--- src/rtl/saf_sample_sequencer.sv ---
// -----------------------------------------------------------------------------
// saf_sample_sequencer
//
// Run-time controller for the hybrid spline adaptive filter datapath. It sits
// between the sample source and the filter top and:
//   * optionally fills the spline control-point table with an identity ramp,
//   * accepts input/desired sample pairs and strobes each one into the
//     datapath for a single advance-enable cycle,
//   * tracks pipeline occupancy so out_valid marks outputs of real samples,
//   * gates weight adaptation (train for train_len samples, then freeze),
//   * flushes the pipeline with LAT zero samples when the session stops.
//
// Build option:
//   SAF_SEQ_QINIT_EN  defined   -> IDLE -> INIT (Q table writes) -> RUN
//                     undefined -> IDLE -> RUN directly; qinit_* tied to 0
//
// Ports:
//   clk, reset              clock, synchronous active-high reset
//   start / stop            one-cycle session control pulses
//   train_len               samples to adapt before freezing (0 = forever)
//   in_valid / in_ready     sample-source handshake
//   signal_in / desired_in  sample pair from the source
//   filt_signal/_desired    registered sample pair to the datapath
//   filt_en                 datapath advance (clock-gate) enable
//   adapt_en                weight update enable
//   qinit_we/_addr/_data    control-point table write port
//   out_valid               datapath output belongs to a real sample
//   busy / done             session active / one-cycle end-of-flush pulse
//   state_dbg               current FSM state (IDLE=0, INIT=1, RUN=2, FLUSH=3)
//
// Handshake: a sample transfers on every rising clk edge where in_valid and
// in_ready are both high; in_ready is registered and high for all of RUN, so
// the source may hold in_valid high and stream one sample per cycle. in_valid
// is not required to stay high without a transfer.
// -----------------------------------------------------------------------------
module saf_sample_sequencer #(
  parameter int WIDTH    = 16,
  parameter int QP       = 12,
  parameter int Q        = 13,
  parameter int DX_SHIFT = 2,
  parameter int LAT      = 6,
  parameter int CNT_W    = 16
) (
  input  logic                 clk,
  input  logic                 reset,
  input  logic                 start,
  input  logic                 stop,
  input  logic [CNT_W-1:0]     train_len,
  input  logic                 in_valid,
  output logic                 in_ready,
  input  logic [WIDTH-1:0]     signal_in,
  input  logic [WIDTH-1:0]     desired_in,
  output logic [WIDTH-1:0]     filt_signal,
  output logic [WIDTH-1:0]     filt_desired,
  output logic                 filt_en,
  output logic                 adapt_en,
  output logic                 qinit_we,
  output logic [$clog2(Q)-1:0] qinit_addr,
  output logic [WIDTH-1:0]     qinit_data,
  output logic                 out_valid,
  output logic                 busy,
  output logic                 done,
  output logic [1:0]           state_dbg
);

  localparam int AW = $clog2(Q);
  localparam int FW = $clog2(LAT + 1);

  // The occupancy shift register needs at least two stages, the table at
  // least two entries, and the ramp shift must not be negative.
  if (LAT < 2 || Q < 2 || QP < DX_SHIFT) begin : g_cfg_check
    $error("saf_sample_sequencer: unsupported parameter set");
  end

  typedef enum logic [1:0] {
    ST_IDLE  = 2'd0,
    ST_INIT  = 2'd1,
    ST_RUN   = 2'd2,
    ST_FLUSH = 2'd3
  } state_t;

  state_t             state_q, state_d;
  logic [CNT_W-1:0]   train_len_q, train_len_d;
  logic [CNT_W-1:0]   sample_cnt_q, sample_cnt_d;
  logic [FW-1:0]      flush_cnt_q, flush_cnt_d;
  logic               in_ready_q, in_ready_d;
  logic [WIDTH-1:0]   filt_signal_q, filt_signal_d;
  logic [WIDTH-1:0]   filt_desired_q, filt_desired_d;
  logic               filt_en_q, filt_en_d;
  logic               adapt_en_q, adapt_en_d;
  // Marks the current strobe as a real sample (vs. a flush zero).
  logic               real_q, real_d;
  logic [LAT-1:0]     shift_q, shift_d;
  logic               busy_q, busy_d;
  logic               done_q, done_d;

  logic               handshake;

`ifdef SAF_SEQ_QINIT_EN
  logic               qinit_we_q, qinit_we_d;
  logic [AW-1:0]      qinit_addr_q, qinit_addr_d;
  logic [WIDTH-1:0]   qinit_data_q, qinit_data_d;

  localparam logic [AW-1:0] LAST_ADDR = AW'(Q - 1);

  // Identity ramp: entry i holds (i - centre) / DeltaX in QP fixed point,
  // i.e. (i - (Q-1)/2) shifted left by (QP - DX_SHIFT), truncated to WIDTH.
  function automatic logic [WIDTH-1:0] ramp_value(input logic [AW-1:0] idx);
    return WIDTH'((int'(idx) - (Q - 1) / 2) <<< (QP - DX_SHIFT));
  endfunction
`endif

  assign handshake = in_valid & in_ready_q;

  always_comb begin
    state_d        = state_q;
    train_len_d    = train_len_q;
    sample_cnt_d   = sample_cnt_q;
    flush_cnt_d    = flush_cnt_q;
    in_ready_d     = in_ready_q;
    filt_signal_d  = filt_signal_q;
    filt_desired_d = filt_desired_q;
    filt_en_d      = 1'b0;
    adapt_en_d     = 1'b0;
    real_d         = 1'b0;
    busy_d         = busy_q;
    done_d         = 1'b0;
`ifdef SAF_SEQ_QINIT_EN
    qinit_we_d     = 1'b0;
    qinit_addr_d   = '0;
    qinit_data_d   = '0;
`endif

    // Occupancy only moves when the datapath actually advances, so stalls
    // freeze it together with the datapath pipeline.
    shift_d = shift_q;
    if (filt_en_q) begin
      shift_d = {shift_q[LAT-2:0], real_q};
    end

    case (state_q)
      ST_IDLE: begin
        if (start) begin
          train_len_d  = train_len;
          sample_cnt_d = '0;
          busy_d       = 1'b1;
`ifdef SAF_SEQ_QINIT_EN
          state_d      = ST_INIT;
          qinit_we_d   = 1'b1;
          qinit_addr_d = '0;
          qinit_data_d = ramp_value('0);
`else
          state_d      = ST_RUN;
          in_ready_d   = 1'b1;
`endif
        end
      end

`ifdef SAF_SEQ_QINIT_EN
      ST_INIT: begin
        if (qinit_addr_q == LAST_ADDR) begin
          state_d    = ST_RUN;
          in_ready_d = 1'b1;
        end else begin
          qinit_we_d   = 1'b1;
          qinit_addr_d = qinit_addr_q + AW'(1);
          qinit_data_d = ramp_value(qinit_addr_q + AW'(1));
        end
      end
`endif

      ST_RUN: begin
        // Evaluated with the count before this sample, so the flag travels
        // with the sample it is registered alongside.
        adapt_en_d = (train_len_q == '0) || (sample_cnt_q < train_len_q);
        if (handshake) begin
          filt_signal_d  = signal_in;
          filt_desired_d = desired_in;
          filt_en_d      = 1'b1;
          real_d         = 1'b1;
          if (sample_cnt_q != '1) begin
            sample_cnt_d = sample_cnt_q + CNT_W'(1);
          end
        end
        // A sample accepted in the same cycle as stop is still strobed on
        // the next cycle; the zero fill starts after it.
        if (stop) begin
          state_d     = ST_FLUSH;
          in_ready_d  = 1'b0;
          flush_cnt_d = '0;
        end
      end

      ST_FLUSH: begin
        filt_signal_d  = '0;
        filt_desired_d = '0;
        filt_en_d      = 1'b1;
        flush_cnt_d    = flush_cnt_q + FW'(1);
        if (flush_cnt_q == FW'(LAT - 1)) begin
          state_d     = ST_IDLE;
          flush_cnt_d = '0;
          busy_d      = 1'b0;
          done_d      = 1'b1;
        end
      end

      default: begin
        state_d    = ST_IDLE;
        in_ready_d = 1'b0;
        busy_d     = 1'b0;
      end
    endcase
  end

  always_ff @(posedge clk) begin
    if (reset) begin
      state_q        <= ST_IDLE;
      train_len_q    <= '0;
      sample_cnt_q   <= '0;
      flush_cnt_q    <= '0;
      in_ready_q     <= 1'b0;
      filt_signal_q  <= '0;
      filt_desired_q <= '0;
      filt_en_q      <= 1'b0;
      adapt_en_q     <= 1'b0;
      real_q         <= 1'b0;
      shift_q        <= '0;
      busy_q         <= 1'b0;
      done_q         <= 1'b0;
`ifdef SAF_SEQ_QINIT_EN
      qinit_we_q     <= 1'b0;
      qinit_addr_q   <= '0;
      qinit_data_q   <= '0;
`endif
    end else begin
      state_q        <= state_d;
      train_len_q    <= train_len_d;
      sample_cnt_q   <= sample_cnt_d;
      flush_cnt_q    <= flush_cnt_d;
      in_ready_q     <= in_ready_d;
      filt_signal_q  <= filt_signal_d;
      filt_desired_q <= filt_desired_d;
      filt_en_q      <= filt_en_d;
      adapt_en_q     <= adapt_en_d;
      real_q         <= real_d;
      shift_q        <= shift_d;
      busy_q         <= busy_d;
      done_q         <= done_d;
`ifdef SAF_SEQ_QINIT_EN
      qinit_we_q     <= qinit_we_d;
      qinit_addr_q   <= qinit_addr_d;
      qinit_data_q   <= qinit_data_d;
`endif
    end
  end

  assign in_ready     = in_ready_q;
  assign filt_signal  = filt_signal_q;
  assign filt_desired = filt_desired_q;
  assign filt_en      = filt_en_q;
  assign adapt_en     = adapt_en_q;
  // The top occupancy bit reaches the output stage exactly on the LAT-th
  // advance after the sample's own strobe.
  assign out_valid    = filt_en_q & shift_q[LAT-1];
  assign busy         = busy_q;
  assign done         = done_q;
  assign state_dbg    = state_q;

`ifdef SAF_SEQ_QINIT_EN
  assign qinit_we   = qinit_we_q;
  assign qinit_addr = qinit_addr_q;
  assign qinit_data = qinit_data_q;
`else
  assign qinit_we   = 1'b0;
  assign qinit_addr = '0;
  assign qinit_data = '0;
`endif

endmodule

--- config.mk ---
export PLATFORM = sky130hd
export DESIGN_NAME = saf_sample_sequencer
export DESIGN_NICKNAME = d
export VERILOG_FILES = /design/src/rtl/saf_sample_sequencer.sv
export SDC_FILE = /design/constraint.sdc
export NUM_CORES = 1
export LEC_CHECK = 0
export ABC_AREA = 1
export CAP_MARGIN = 20
export CORE_MARGIN = 4
export CORE_UTILIZATION = 40
export DETAILED_ROUTE_END_ITERATION = 16
export GPL_ROUTABILITY_DRIVEN = 1
export PLACE_DENSITY = 0.7
export SLEW_MARGIN = 0
export SYNTH_ARGS = -nofsm -noshare
export SYNTH_HDL_FRONTEND = slang
export SYNTH_SLANG_ARGS = --single-unit
--- constraint.sdc ---
create_clock -name clk -period 3.2 [get_ports clk]
set_clock_uncertainty 0.2 [all_clocks]
set_input_delay 0.8 -clock clk [delete_from_list [all_inputs] [get_ports clk]]
set_output_delay 0.8 -clock clk [all_outputs]
set_load 0.02 [all_outputs]
==> key figures, run 1 <==
Outcome
  – Status: complete, no violations

Timing
  – Hold violation count in the final report: 0
  – Share of the clock period used by the worst path after layout: 79.6%
  – Hold slack final: 0.272 ns
  – Setup TNS Final: 0 ns
  – Final-report max-slew violation count: 0
  – Fmax: 393 MHz
  – Max-Slew Margin vs Limit: 61.6%
  – RSZ-0062 raised after global routing: false
  – Measured slew at the worst slew-check pin: 0.576 ns
  – Setup Viol. Count Final: 0
  – Minimum period implied by the final worst setup slack: 2.55 ns
  – Slack of the critical path: 0.654 ns

Route
  – DRC violations left: 0
  – Remaining antenna violation count: 0
  – Violation count after the first detailed-routing iteration: 121
  – Number of vias per cell: 5.10
  – Aggregate routed wire length: 9410 um
  – Pre-Repair DR Iteration Count: 4
  – Total vias in the final route: 3379
  – WL/cell: 14.2 um

Power
  – Post-layout total power: 0.00217 W
  – Worst vdd rail ir drop: 0.223 mV
  – Total power density per cell area: 442 mW/mm2
  – Total leakage power: 2.03 nW

Die
  – Cell Rows: 35
  – Chip Height: 105 um
  – Total core area: 0.00920 mm2
  – Die Span X: 105 um
  – Num ports: 114
  – Effective utilization at floorplan: 41.0%
  – Area of the die: 0.0110 mm2

Clocking
  – Root buffer selected by CTS: sky130_fd_sc_hd__clkbuf_8
  – Post-CTS Setup Repair Bufs: 0
  – Count of hold buffers inserted by post-cts repair: 0
  – Clock insertion delay at the later pin of the skew report: 0.36 ns
  – Resized Gates After CTS: 0
  – Max Root-Sink Buffers: 2
  – CTS clk-pin slew, worst paths: 0.08 ns
  – Number of buffers created by CTS: 9
  – Clock sink total: 81
  – Clock tree from TritonCTS: built
  – H-Tree Level Count: 3

Setup path
  – Worst Path Required: 2.20 ns
  – Crit-path leading delay family: buffers and inverters
  – Worst EP arrival: 1.55 ns
  – Max FO, Critical Path: 9
  – Number of buffer and inverter instances along the worst setup path: 2
  – Startpoint types: flop
  – Critical path endpoint category: primary output
  – Total number of cells along the worst setup path: 3
  – Cells along the critical path: nand2_1 > inv_1 > clkdlybuf4s50_1
  – Slowest cell on the critical path: sky130_fd_sc_hd__clkdlybuf4s50_1
  – Delay of the slowest critical-path stage: 0.59 ns
  – Cell count of the worst reg-to-reg path: 11
  – Crit Path Category: reg -> out

Synthesis
  – Average cell area after synthesis: 8.22 um2
  – Synthesized netlist cell count: 459
  – Most area-hungry cell type in the Yosys netlist: sky130_fd_sc_hd__dfxtp_1
  – Largest cells by area after synthesis: sky130_fd_sc_hd__dfxtp_1 (43%), sky130_fd_sc_hd__a32o_1 (8.5%), sky130_fd_sc_hd__nand2_1 (7.6%)
  – Seq/Total Area, Yosys: 43.0%
  – Synth cell types: 33
  – Synthesized area: 0.00377 mm2
  – #FFs+latches synth: 81
  – Area share of the leading cell type in the synthesized netlist: 43.0%
  – Synthesis Warnings: 0

Global route
  – Global-route wire length before repair: 15800 um
  – Vias in the first global route: 3430
  – All-Layer GR Usage: 17.6%
  – Antenna violations before repair: 0
  – Remaining Overflow, GRT: 0
  – Pin count of the biggest net entering global routing: 48

Cells and area
  – Fill cell total of the finished layout: 857
  – Diode insertion count for antenna repair: 0
  – Growth of design area from synthesis to finish: 30.4%
  – Most frequent cells in the layout: sky130_fd_sc_hd__clkdlybuf4s50_1 (92), sky130_fd_sc_hd__dfxtp_1 (81), sky130_fd_sc_hd__nand2_1 (76)
  – Fraction of final layout cells sized beyond drive strength 1: 7.99%
  – Finished layout cell area: 0.00492 mm2
  – Nets: 616
  – Commonest non-fill, non-tap cell in the layout: sky130_fd_sc_hd__clkdlybuf4s50_1

Hold path
  – Cell depth of the worst min-delay path: 1
  – Hold crit path type: reg -> reg

Run
  – # Max-Cap Violations: 0

Placement
  – Final weighted congestion of routability-driven global placement: 0.852
  – Dpl cell area: 0.00470 mm2
  – Final HPWL DP: 6950 um
  – # port buffers: 92
  – Setup slack at placement: 0.770 ns
path summary, 6_finish.rpt:
check	start	end	slack, ns
setup / recovery	filt_en$_SDFF_PP0_	out_valid	0.65
hold / removal	flush_cnt_q[1]$_SDFFE_PP0P_	done$_SDFF_PP0_	0.27
hold reg to reg	flush_cnt_q[1]$_SDFFE_PP0P_	done$_SDFF_PP0_	0.27
setup reg to reg	sample_cnt_q[1]$_SDFFE_PP0P_	sample_cnt_q[1]$_SDFFE_PP0P_	1.17
cell type report:
type	count	area, um2	area share [%]
Timing Repair Buffer	96	963	19.6
Tap cell	111	139	2.82
Multi-Input combinational cell	304	1770	36.0
Clock inverter	4	77.6	1.58
Sequential cell	81	1620	33.0
Clock buffer	11	141	2.88
Inverter	55	206	4.20
worst reg2reg max path, delay by kind of cell, from the launching register on:
kind                       cells  cell delay (ns)
DFF                            1             0.43
buffers and inverters          2             0.22
and+or+nand+nor                8             0.92
adders and majority gates      1             0.21
through the flow:
| step | utilization, % | std cells |
|---|---|---|
| after global routing | 53.5 | 662 |
| final | 53.5 | 662 |
| after CTS | 53.5 | 662 |
| after global placement | 51.1 | 647 |
| after detailed placement | 51.1 | 647 |
| after floorplan | - | 479 |
state kept, by name (all words and copies together), names as in the netlist:
name	cells
filt_desired	16
filt_signal	16
sample_cnt_q	16
train_len_q	16
shift_q	6
flush_cnt_q	3
state_dbg	2
adapt_en	1
busy	1
done	1
filt_en	1
in_ready	1
real_q	1
logic make-up (layout without fill, tap and decap cells):
family / count (synthesis) / count (layout) / synth area share [%]
xor+xnor: 4 / 4 / 0.929
other cells: 1 / 21 / 0.0994
flops: 81 / 81 / 43.0
buf+inv: 94 / 166 / 12.1
fa+ha+maj: 16 / 16 / 5.31
simple gates: 151 / 151 / 18.3
compound gates: 112 / 112 / 20.2
synthesized netlist by cell type:
| master | instances |
|---|---|
| sky130_fd_sc_hd__dfxtp_1 | 81 |
| sky130_fd_sc_hd__nand2_1 | 76 |
| sky130_fd_sc_hd__inv_1 | 48 |
| sky130_fd_sc_hd__nor2_1 | 35 |
| sky130_fd_sc_hd__o21ai_0 | 33 |
| sky130_fd_sc_hd__a32o_1 | 32 |
| sky130_fd_sc_hd__a21oi_1 | 31 |
| sky130_fd_sc_hd__buf_4 | 24 |
| sky130_fd_sc_hd__ha_1 | 16 |
| sky130_fd_sc_hd__nand3_1 | 12 |
| sky130_fd_sc_hd__clkbuf_1 | 9 |
| sky130_fd_sc_hd__inv_2 | 7 |
| sky130_fd_sc_hd__nor3_1 | 7 |
| sky130_fd_sc_hd__a21oi_2 | 6 |
| sky130_fd_sc_hd__buf_2 | 5 |
| sky130_fd_sc_hd__nor4_1 | 5 |
| sky130_fd_sc_hd__nand2_2 | 3 |
| sky130_fd_sc_hd__nand4_1 | 3 |
| sky130_fd_sc_hd__nor2_2 | 3 |
| sky130_fd_sc_hd__nor2_4 | 3 |
| sky130_fd_sc_hd__o21ai_1 | 3 |
| sky130_fd_sc_hd__xor2_1 | 3 |
| sky130_fd_sc_hd__a211oi_1 | 2 |
| sky130_fd_sc_hd__nand3_2 | 2 |
| sky130_fd_sc_hd__o21bai_1 | 2 |
| sky130_fd_sc_hd__buf_6 | 1 |
| sky130_fd_sc_hd__conb_1 | 1 |
| sky130_fd_sc_hd__nand3_4 | 1 |
| sky130_fd_sc_hd__nand3b_4 | 1 |
| sky130_fd_sc_hd__o2111ai_1 | 1 |
| sky130_fd_sc_hd__o31ai_1 | 1 |
| sky130_fd_sc_hd__o41ai_1 | 1 |
| sky130_fd_sc_hd__xnor2_1 | 1 |
where the power goes:
part | leakage, nW | switching, W | internal, W
sequential | 0.658 | 0.0000219 | 0.00104
combinational | 1.26 | 0.000162 | 0.000126
clock | 0.110 | 0.000364 | 0.000460
per-layer routing:
layer  wire [um]  GRT usage, %  vias to the layer above
met5           0             0                        -
met4         202          6.84                        0
met3         969          7.16                       16
met2        4500          29.5                      125
met1        3740          19.8                     1547
li1            -             -                     1691
(Power assumes the default switching activity.)
==> inputs of run 2 (changes only) <==
--- a/config.mk
+++ b/config.mk
@@ -11,7 +11,7 @@
 export CORE_UTILIZATION = 40
 export DETAILED_ROUTE_END_ITERATION = 16
 export GPL_ROUTABILITY_DRIVEN = 1
-export PLACE_DENSITY = 0.7
+export PLACE_DENSITY = 0.73
 export SLEW_MARGIN = 0
 export SYNTH_ARGS = -nofsm -noshare
 export SYNTH_HDL_FRONTEND = slang
==> constraint.sdc (replaced) <==
create_clock -name clk -period 2.31 [get_ports clk]
set_clock_uncertainty 0.2 [all_clocks]
set_input_delay 0.5775 -clock clk [delete_from_list [all_inputs] [get_ports clk]]
set_output_delay 0.5775 -clock clk [all_outputs]
set_load 0.02 [all_outputs]
==> key figures, run 2 (synthesis gave the netlist of run 1 again) <==
Setup path
  – Startpoint types: flop
  – Critical path endpoint category: primary output
  – Crit Path Category: reg -> out
  – Cells along the critical path: clkdlybuf4s50_1
  – Worst EP arrival: 1.47 ns
  – Crit-path leading delay family: buffers and inverters
  – Delay of the slowest critical-path stage: 0.66 ns
  – Total number of cells along the worst setup path: 1
  – Number of buffer and inverter instances along the worst setup path: 1
  – Slowest cell on the critical path: sky130_fd_sc_hd__clkdlybuf4s50_1
  – Cell count of the worst reg-to-reg path: 11
  – Worst Path Required: 1.53 ns
  – Max FO, Critical Path: 6

Cells and area
  – Fill cell total of the finished layout: 863
  – Commonest non-fill, non-tap cell in the layout: sky130_fd_sc_hd__clkdlybuf4s50_1
  – Growth of design area from synthesis to finish: 31.3%
  – Most frequent cells in the layout: sky130_fd_sc_hd__clkdlybuf4s50_1 (91), sky130_fd_sc_hd__dfxtp_1 (80), sky130_fd_sc_hd__nand2_1 (76)
  – Combined flip-flop and latch cell area: 0.00162 mm2
  – Final Non-Filler Cells: 665
  – Fraction of final layout cells sized beyond drive strength 1: 8.84%
  – Nets: 618
  – Area of combinational cells with multiple inputs: 0.00177 mm2
  – Diode insertion count for antenna repair: 0

Clocking
  – Max Root-Sink Buffers: 2
  – H-Tree Level Count: 3
  – Clock sink total: 81
  – Clock tree from TritonCTS: built
  – Clock insertion delay at the later pin of the skew report: 0.36 ns
  – Post-CTS Setup Repair Bufs: 0
  – CTS clk-pin slew, worst paths: 0.09 ns
  – Root buffer selected by CTS: sky130_fd_sc_hd__clkbuf_8
  – Number of buffers created by CTS: 9

Route
  – Aggregate routed wire length: 9360 um
  – Number of vias per cell: 5.09
  – Violation count after the first detailed-routing iteration: 152
  – Pre-Repair DR Iteration Count: 4
  – Remaining antenna violation count: 0
  – WL/cell: 14.1 um
  – Total vias in the final route: 3382
  – DRC violations left: 0

Global route
  – Vias in the first global route: 3300
  – Remaining Overflow, GRT: 0
  – All-Layer GR Usage: 16.9%
  – Antenna violations before repair: 0
  – Global-route wire length before repair: 15400 um
  – Pin count of the biggest net entering global routing: 35

Hold path
  – Hold crit path type: reg -> reg
  – Cell depth of the worst min-delay path: 1

Timing
  – Measured slew at the worst slew-check pin: 0.553 ns
  – Hold violation count in the final report: 0
  – Minimum period implied by the final worst setup slack: 2.25 ns
  – RSZ-0062 raised after global routing: false
  – Final-report max-slew violation count: 0
  – Setup TNS Final: 0 ns
  – Setup Viol. Count Final: 0
  – Share of the clock period used by the worst path after layout: 97.3%
  – Max-Slew Margin vs Limit: 63.1%
  – Fmax: 445 MHz

Die
  – Num ports: 114
  – Area of the die: 0.0110 mm2
  – Total core area: 0.00920 mm2
  – Die Span X: 105 um
  – Effective utilization at floorplan: 41.0%
  – Chip Height: 105 um
  – Cell Rows: 35

Placement
  – # port buffers: 92
  – Cells after DPL: 649
  – Final weighted congestion of routability-driven global placement: 0.835
  – Final HPWL DP: 6890 um

Power
  – Worst vdd rail ir drop: 0.426 mV
  – Post-layout total power: 0.00298 W
  – Total leakage power: 2.06 nW
  – Total power density per cell area: 602 mW/mm2

Outcome
  – Status: complete, no violations

Run
  – # Max-Cap Violations: 0
-- run 2: where the power goes --
group | switching [W] | internal, W | total [W]
Sequential | 0.0000297 | 0.00144 | 0.00147
Combinational | 0.000228 | 0.000182 | 0.000411
Clock | 0.000557 | 0.000540 | 0.00110
Total | 0.000815 | 0.00216 | 0.00298
-- run 2: final cells by class --
class	count	area share (%)
Multi-Input combinational cell	304	35.7
Sequential cell	81	32.8
Timing Repair Buffer	98	20.3
Inverter	55	4.17
Tap cell	111	2.81
Clock buffer	10	2.78
Clock inverter	6	1.44
-- run 2: per-stage QoR --
stage          hold slack, ns  util (%)  setup slack, ns  area (um2)
6_report                0.274      53.8           0.0624        4950
3_3_place_gp            0.240      51.5            0.136        4740
2_1_floorplan           0.231         -            0.591        3850
3_5_place_dp            0.262      51.5           0.0810        4740
4_1_cts                 0.278      53.8           0.0397        4950
5_1_grt                 0.303      53.8          0.00401        4950
-- run 2: final timing paths --
kind,end,start,slack (ns)
setup reg to reg,sample_cnt_q[11]$_SDFFE_PP0P_,sample_cnt_q[1]$_SDFFE_PP0P_,0.28
hold reg to reg,flush_cnt_q[2]$_SDFFE_PP0P_,flush_cnt_q[2]$_SDFFE_PP0P_,0.27
hold / removal,flush_cnt_q[2]$_SDFFE_PP0P_,flush_cnt_q[2]$_SDFFE_PP0P_,0.27
setup / recovery,state_dbg[0],state_dbg[0]$_SDFFE_PP0P_,0.06
-- run 2: what timing repair did --
| action | 4_1_cts | 5_1_grt |
|---|---|---|
| setup endpoints to repair | 1 | 1 |
| gates resized for setup | 1 | 1 |
| hold buffers | 0 | 0 |
-- run 2: per-layer routing --
metal / routed length, um / global-route usage, % / vias to the layer above
met5: 0 / 0 / -
met4: 96 / 5.62 / 0
met3: 875 / 7.29 / 10
met2: 4330 / 27.7 / 95
met1: 4060 / 19.9 / 1579
li1: - / - / 1698
==> inputs of run 3 (changes only) <==
--- a/config.mk
+++ b/config.mk
@@ -10,7 +10,8 @@
 export CORE_MARGIN = 4
 export CORE_UTILIZATION = 40
 export DETAILED_ROUTE_END_ITERATION = 16
-export GPL_ROUTABILITY_DRIVEN = 1
+export GPL_ROUTABILITY_DRIVEN = 0
+export MAX_ROUTING_LAYER = met4
 export PLACE_DENSITY = 0.73
 export SLEW_MARGIN = 0
 export SYNTH_ARGS = -nofsm -noshare
==> constraint.sdc (replaced) <==
create_clock -name clk -period 1.9 [get_ports clk]
set_clock_uncertainty 0.2 [all_clocks]
set_input_delay 0.475 -clock clk [delete_from_list [all_inputs] [get_ports clk]]
set_output_delay 0.475 -clock clk [all_outputs]
set_load 0.02 [all_outputs]
==> key figures, run 3 (synthesis gave the netlist of run 1 again) <==
Setup path
  – Cells along the critical path: dlygate4sd2_1
  – Startpoint types: flop
  – Delay of the slowest critical-path stage: 0.40 ns
  – Number of buffer and inverter instances along the worst setup path: 1
  – Worst Path Required: 1.22 ns
  – Slowest cell on the critical path: sky130_fd_sc_hd__dfxtp_1
  – Max FO, Critical Path: 4
  – Worst EP arrival: 1.11 ns
  – Crit-path leading delay family: flip-flops
  – Crit Path Category: reg -> out
  – Critical path endpoint category: primary output

Clocking
  – Number of buffers created by CTS: 9
  – CTS clk-pin slew, worst paths: 0.09 ns
  – Root buffer selected by CTS: sky130_fd_sc_hd__clkbuf_8
  – Clock tree from TritonCTS: built
  – Clock sink total: 81
  – H-Tree Level Count: 3
  – Clock insertion delay at the later pin of the skew report: 0.36 ns
  – Count of hold buffers inserted by post-cts repair: 0
  – Max Root-Sink Buffers: 2

Die
  – Effective utilization at floorplan: 41.0%
  – Num ports: 114
  – Total core area: 0.00920 mm2
  – Cell Rows: 35
  – Chip Height: 105 um
  – Area of the die: 0.0110 mm2
  – Die Span X: 105 um

Route
  – DRC violations left: 0
  – Violation count after the first detailed-routing iteration: 107
  – Pre-Repair DR Iteration Count: 4
  – Aggregate routed wire length: 9960 um
  – Total vias in the final route: 3506
  – Remaining antenna violation count: 0
  – Number of vias per cell: 5.09
  – WL/cell: 14.5 um

Global route
  – Pin count of the biggest net entering global routing: 34
  – Antenna violations before repair: 0
  – Vias in the first global route: 3515
  – Global-route wire length before repair: 16400 um
  – Remaining Overflow, GRT: 0
  – All-Layer GR Usage: 18.8%

Timing
  – Fmax: 560 MHz
  – Setup Viol. Count Final: 0
  – Measured slew at the worst slew-check pin: 0.546 ns
  – Share of the clock period used by the worst path after layout: 94.0%
  – Hold violation count in the final report: 0
  – Setup TNS Final: 0 ns
  – Minimum period implied by the final worst setup slack: 1.79 ns
  – RSZ-0062 raised after global routing: false
  – Hold slack final: 0.271 ns
  – Final-report max-slew violation count: 0
  – Max-Slew Margin vs Limit: 63.6%

Power
  – Total leakage power: 2.33 nW
  – Total power density per cell area: 724 mW/mm2
  – Post-layout total power: 0.00368 W
  – Worst vdd rail ir drop: 0.404 mV

Outcome
  – Status: complete, no violations

Placement
  – Final HPWL DP: 7570 um
  – # port buffers: 92

Cells and area
  – Growth of design area from synthesis to finish: 34.8%
  – Fraction of final layout cells sized beyond drive strength 1: 13.5%
  – Fill cell total of the finished layout: 853
  – Commonest non-fill, non-tap cell in the layout: sky130_fd_sc_hd__dfxtp_1
  – Diode insertion count for antenna repair: 0
  – Most frequent cells in the layout: sky130_fd_sc_hd__dfxtp_1 (79), sky130_fd_sc_hd__nand2_1 (76), sky130_fd_sc_hd__clkdlybuf4s50_1 (52)
  – Core occupancy in the finished layout: 55.3%
  – Nets: 642

Hold path
  – Hold crit path type: reg -> reg

Run
  – # Max-Cap Violations: 0
[run 3: cell count changes in the layout (fill, tap and decap cells not counted), sizes merged]
cell / change
dlygate4sd2: +39
clkbuf: +1
clkdlybuf4s50: -39
dlymetal6s2s: -1
buf: +24
[run 3: report_power, final]
group	internal, W	total [W]	switching (W)
Sequential	0.00175	0.00179	0.0000332
Combinational	0.000235	0.000527	0.000292
Clock	0.000662	0.00136	0.000703
Total	0.00265	0.00368	0.00103
[run 3: metal layers]
| metal | GRT usage, % | share of wire (%) |
|---|---|---|
| met1 | 21.6 | 43 |
| met2 | 30.9 | 48 |
| met5 | - | 0 |
| met3 | 5.68 | 6.8 |
| met4 | 6.84 | 1.7 |
[run 3: final timing paths]
path                                                   start                            to  slack (ns)  depth (start not counted)
worst max-delay path                      filt_en$_SDFF_PP0_                       filt_en        0.11                          1
worst min-delay path                       real_q$_SDFF_PP0_       shift_q[0]$_SDFFE_PP0P_        0.27                          2
worst max register to register  sample_cnt_q[1]$_SDFFE_PP0P_  sample_cnt_q[0]$_SDFFE_PP0P_        0.16                         10
worst min register to register             real_q$_SDFF_PP0_       shift_q[0]$_SDFFE_PP0P_        0.27                          2
[run 3: cell type report]
type | count | area [um2] | area share [%]
well taps | 111 | 139 | 2.73
clock inverters | 6 | 73.8 | 1.45
inverters | 55 | 206 | 4.06
flip-flops and latches | 81 | 1620 | 32.0
clock buffers | 10 | 138 | 2.71
repair buffers | 122 | 1120 | 22.1
multi-input cells | 304 | 1780 | 35.0
[run 3: worst min-delay path: stages, from the launching register on]
cell,delay [ns]
sky130_fd_sc_hd__dfxtp_1,0.32
sky130_fd_sc_hd__nor2_1,0.05
sky130_fd_sc_hd__nor2_1,0.08
[run 3: stage by stage]
| stage | setup WS [ns] | area, um2 | std cells |
|---|---|---|---|
| after global placement | -0.167 | 4910 | 673 |
| final | 0.114 | 5080 | 689 |
| after global routing | 0.00218 | 5080 | 689 |
| after detailed placement | -0.181 | 4910 | 673 |
| after CTS | 0.00107 | 5070 | 689 |
| after floorplan | 0.240 | 3850 | 479 |
[run 3: what timing repair did]
item | CTS | global route
buffers inserted | 0 | 0
resized for setup | 40 | 11
endpoints found under the setup margin | 40 | 14
